<file path="src/rtl/line_burst_adapter.sv">
// Memory-side responder that turns one cacheline read/write request into a
// BEATS-long burst on the physical-memory port and pulses resp when done.
module line_burst_adapter #(
  parameter int LINE_WIDTH = 256,
  parameter int BEAT_WIDTH = 64
) (
  input  logic                  clk,
  input  logic                  rst_n,
  input  logic [31:0]           address,
  input  logic                  read,
  input  logic                  write,
  input  logic [LINE_WIDTH-1:0] wdata,
  output logic [LINE_WIDTH-1:0] rdata,
  output logic                  resp,
  output logic [31:0]           burst_address,
  output logic                  burst_read,
  output logic                  burst_write,
  output logic [BEAT_WIDTH-1:0] burst_wdata,
  input  logic [BEAT_WIDTH-1:0] burst_rdata,
  input  logic                  burst_resp
);

  localparam int BEATS = LINE_WIDTH / BEAT_WIDTH;
  localparam int CNT_W = (BEATS > 1) ? $clog2(BEATS) : 1;
  localparam int OFF_W = $clog2(LINE_WIDTH / 8);
  localparam logic [CNT_W-1:0] LAST_BEAT  = CNT_W'(BEATS - 1);
  localparam logic [31:0]      ALIGN_MASK = ~((32'd1 << OFF_W) - 32'd1);

  typedef enum logic [1:0] {
    IDLE,
    READ_BURST,
    WRITE_BURST,
    DONE
  } state_t;

  state_t                state_q, state_d;
  logic [CNT_W-1:0]      cnt_q, cnt_d;
  logic [31:0]           addr_q, addr_d;
  logic [LINE_WIDTH-1:0] wdata_q, wdata_d;
  logic [LINE_WIDTH-1:0] rdata_q, rdata_d;

  always_comb begin
    // NOTE: every _d gets its hold value first so no path through the case
    // leaves a signal unassigned, which would otherwise infer a latch.
    state_d = state_q;
    cnt_d   = cnt_q;
    addr_d  = addr_q;
    wdata_d = wdata_q;
    rdata_d = rdata_q;

    unique case (state_q)
      IDLE: begin
        // Read wins when both requests are raised together.
        if (read) begin
          addr_d  = address & ALIGN_MASK;
          state_d = READ_BURST;
        end else if (write) begin
          addr_d  = address & ALIGN_MASK;
          wdata_d = wdata;
          state_d = WRITE_BURST;
        end
      end

      READ_BURST: begin
        if (burst_resp) begin
          rdata_d[BEAT_WIDTH*int'(cnt_q) +: BEAT_WIDTH] = burst_rdata;
          if (cnt_q == LAST_BEAT) state_d = DONE;
          else                    cnt_d   = cnt_q + 1'b1;
        end
      end

      WRITE_BURST: begin
        if (burst_resp) begin
          if (cnt_q == LAST_BEAT) state_d = DONE;
          else                    cnt_d   = cnt_q + 1'b1;
        end
      end

      DONE: begin
        cnt_d   = '0;
        state_d = IDLE;
      end

      default: state_d = IDLE;
    endcase
  end

  // NOTE: the line registers are plain flops, not RAM, so clearing them in
  // reset is cheap and guarantees a reset mid-burst leaves no stale beats.
  always_ff @(posedge clk) begin
    // NOTE: non-blocking assignments so every flop samples pre-edge values.
    if (!rst_n) begin
      state_q <= IDLE;
      cnt_q   <= '0;
      addr_q  <= '0;
      wdata_q <= '0;
      rdata_q <= '0;
    end else begin
      state_q <= state_d;
      cnt_q   <= cnt_d;
      addr_q  <= addr_d;
      wdata_q <= wdata_d;
      rdata_q <= rdata_d;
    end
  end

  assign rdata         = rdata_q;
  assign resp          = (state_q == DONE);
  assign burst_read    = (state_q == READ_BURST);
  assign burst_write   = (state_q == WRITE_BURST);
  assign burst_address = addr_q;
  assign burst_wdata   = wdata_q[BEAT_WIDTH*int'(cnt_q) +: BEAT_WIDTH];

endmodule

</file>
<file path="config.mk">
export PLATFORM = sky130hd
export DESIGN_NAME = line_burst_adapter
export DESIGN_NICKNAME = d
export VERILOG_FILES = /design/src/rtl/line_burst_adapter.sv
export SDC_FILE = /design/constraint.sdc
export NUM_CORES = 1
export LEC_CHECK = 0
export CAP_MARGIN = 20
export CORE_AREA = 2 2 277 279
export CTS_BUF_LIST = sky130_fd_sc_hd__clkbuf_4
export DETAILED_ROUTE_END_ITERATION = 6
export DIE_AREA = 0 0 279 281
export PLACE_DENSITY = 0.6
export SKIP_LAST_GASP = 1
export SLEW_MARGIN = 5
export SYNTH_ARGS = -nofsm -noshare
export SYNTH_HDL_FRONTEND = slang
export SYNTH_SLANG_ARGS = --single-unit
export TNS_END_PERCENT = 1
</file>
<file path="constraint.sdc">
create_clock -name clk -period 5.51 [get_ports clk]
set_input_delay 0.8265 -clock clk [delete_from_list [all_inputs] [get_ports clk]]
set_output_delay 0.8265 -clock clk [all_outputs]
set_load 0.02 [all_outputs]
</file>
==> flow_summary.yaml <==
critical_path:
  end_kind: "primary output"
  crit_path_max_fanout: 42
  path_cells: "buf_4 -> mux4_2 -> clkdlybuf4s50_1"
  crit_slowest_cell: "dfxtp_4"
  cpPeakStageDelay_ns: 0.83
  cp_data_arrival_time_ns: 3.33
  required_ns: 4.68
  worstSetupPathType: "reg -> out"
  cp-start-kind: "flop"
power:
  p_int_w: 0.007128
  comb_power_share_pct: 23.2
  pwr-share-clk_pct: 34.7
  seqPwrFrac_pct: 42.2
  swShare_pct: 31.79
  power.leakage_nw: 10.29
  power_density_mw_per_mm2: 356.3
  net-switching-power_w: 0.003321
  max-vdd-ir-drop_mv: 0.2123
clock_network:
  clk_pin_slew_ns: 0.07
  cts_tree: "built"
  cts_resized: 0
  numCtsBuffers: 152
  ctsHtreeMaxLevel: 4
  clk_latency_ns: 0.92
  clock_sinks: 543
  clockBufferDepth: 3
  cts_setup_buffers: 0
  root_buffer: "clkbuf_4"
  hold_buffers: 0
placement:
  dp.cells: 3514
  post-dp-hpwl_um: 50730
  preCtsSetupSlack_ns: 2.090
  portBuffers: 701
  gp_congestion: 0.8359
die:
  fp.dieH_um: 281
  initial_core_util_pct: 26.28
  num_rows: 101
  die_w_um: 279
  coreArea_mm2: 0.07544
  die_area_mm2: 0.07840
  ios: 712
timing:
  max-slew-margin-rel_pct: 24.07
  maxSlewViolCount: 0
  finalHoldViolCount: 0
  fin_worst_skew_ns: 0.04658
  finalCriticalPeriod_ns: 4.152
  post-route-worst-setup-slack_ns: 1.358
  worst_slew_pin_slew_ns: 1.139
  setup_viol: 0
  period_share_pct: 75.36
  rsz0062_at_grt: "no"
  fin_setup_tns_ns: 0
  whs_ns: 0.4352
  fmax_mhz: 240.8
finish:
  layout_common_cells: "clkdlybuf4s50_1 (700), nand2_1 (571), dfxtp_1 (541)"
  n_fill_cell: 7687
  fin_cells: 3775
  final_common_cell: "clkdlybuf4s50_1"
  syn_to_final_growth_pct: 47.92
  fin_nets: 3058
  drive_gt1_share_pct: 12.44
drt:
  vias_per_cell: 4.848
  routedWlPerCell_um: 19.94
  drcViolationCount: 0
  drt_first_pass_iters: 5
  drt_wl_total_um: 75260
  drtIter0Drc: 1141
  vias: 18302
  antenna_left: 0
logic_synthesis:
  async_flop_share_pct: 0
  seq_area_frac_synth_pct: 54.83
  ys_types: 40
  synth_edf_count: 0
  synth_seq_cells: 543
  ys.flop_type: "dfxtp_1"
  syn_area_per_cell_um2: 9.928
  synthCells: 1997
  syn-cell-area_mm2: 0.01983
  yosys_warnings: 0
worst_hold_path:
  hold_class: "in -> reg"
global_route:
  grt_pass1_vias: 17958
  grt_overflow: 0
  antenna_found_initial: 5
  grtUsageTotal_pct: 18.42
  grt_pass1_wl_um: 110700
  grt_max_degree: 193
run:
  cap_violations: 0
outcome:
  outcome: "finished, final reports clean"
==> metal layers <==
layer / vias to the layer above / share of wire, % / GRT usage [%]
met1: 8861 / 40 / 22.14
met5: - / 0 / 0
li1: 8586 / - / -
met3: 158 / 7.4 / 5.470
met2: 697 / 49 / 30.37
met4: 0 / 3.7 / 8.368
==> critical path: cells and delay by family, from the launching register on <==
family	cells	cell delay [ns]
flops	1	0.83
mux	1	0.40
buf+inv	2	1.07
==> Yosys cell counts, types with 2 or more instances <==
| cell | instances | share of area [%] |
|---|---|---|
| a22o_1 | 70 | 3.1 |
| a21oi_2 | 2 | 0.088 |
| buf_2 | 61 | 1.5 |
| nand3_1 | 2 | 0.050 |
| nand3b_1 | 2 | 0.076 |
| nor2_1 | 37 | 0.70 |
| mux4_2 | 64 | 7.3 |
| o21ai_0 | 3 | 0.076 |
| a32oi_1 | 36 | 1.6 |
| dfxtp_1 | 543 | 55 |
| ha_1 | 11 | 0.69 |
| clkbuf_1 | 92 | 1.7 |
| buf_1 | 13 | 0.25 |
| and2_4 | 2 | 0.088 |
| a21oi_1 | 285 | 7.2 |
| inv_1 | 5 | 0.095 |
| buf_6 | 15 | 0.85 |
| nor3b_1 | 2 | 0.076 |
| nand2_1 | 571 | 11 |
| a32o_1 | 151 | 7.6 |
| and3b_1 | 2 | 0.088 |
| buf_4 | 10 | 0.38 |
==> layout make-up <==
type	instances	area, um^2	area share (%)
Clock buffer	224	1682	5.734
Multi-Input combinational cell	1261	8053	27.46
Clock inverter	30	175.2	0.5973
Timing Repair Buffer	726	7269	24.79
Antenna cell	7	17.52	0.05973
Tap cell	978	1224	4.172
Inverter	6	30.03	0.1024
Sequential cell	543	10880	37.09
==> kinds of logic after synthesis <==
group / count (synthesis) / share of synthesized area [%]
DFF: 543 / 54.83
other: 1 / 0.01891
adders and majority gates: 11 / 0.6942
AOI/OAI and AO/OA: 553 / 19.90
and+or+nand+nor: 628 / 12.42
muxes: 64 / 7.270
buffers and inverters: 197 / 4.872
==> worst paths after layout <==
path	from	endpoint	slack, ns	depth (start not counted)
max	cnt_q[1]$_SDFFE_PN0P_	burst_wdata[25]	1.36	3
min	wdata[202]	wdata_q[202]$_SDFFE_PN0P_	0.44	3
max reg2reg	cnt_q[1]$_SDFFE_PN0P_	rdata[75]$_SDFFE_PN0P_	2.17	5
min reg2reg	wdata_q[177]$_SDFFE_PN0P_	wdata_q[177]$_SDFFE_PN0P_	0.45	2
==> state kept, by name (all words and copies together) (netlist names) <==
register       cells
state_q            2
rdata            256
wdata_q          256
cnt_q              2
burst_address     27
==> power by group through the flow <==
stage	Sequential, W	Clock [W]	Combinational [W]
finish	0.00441	0.00362	0.00242
global route	0.00444	0.00398	0.00262
CTS	0.00441	0.00377	0.00245
detailed placement	0.00449	0	0.00245
global placement	0.00448	0	0.00242
floorplan	0.00455	0	0.00134
==> metrics by stage <==
stage	instance area (um^2)	utilization [%]	power, W
floorplan	19840	-	0.005888
global placement	27440	36.37	0.006905
detailed placement	27450	36.39	0.006938
CTS	29310	38.85	0.01063
global route	29330	38.87	0.01104
finish	29330	38.87	0.01045
No activity file was read; power rests on OpenSTA's default activity.
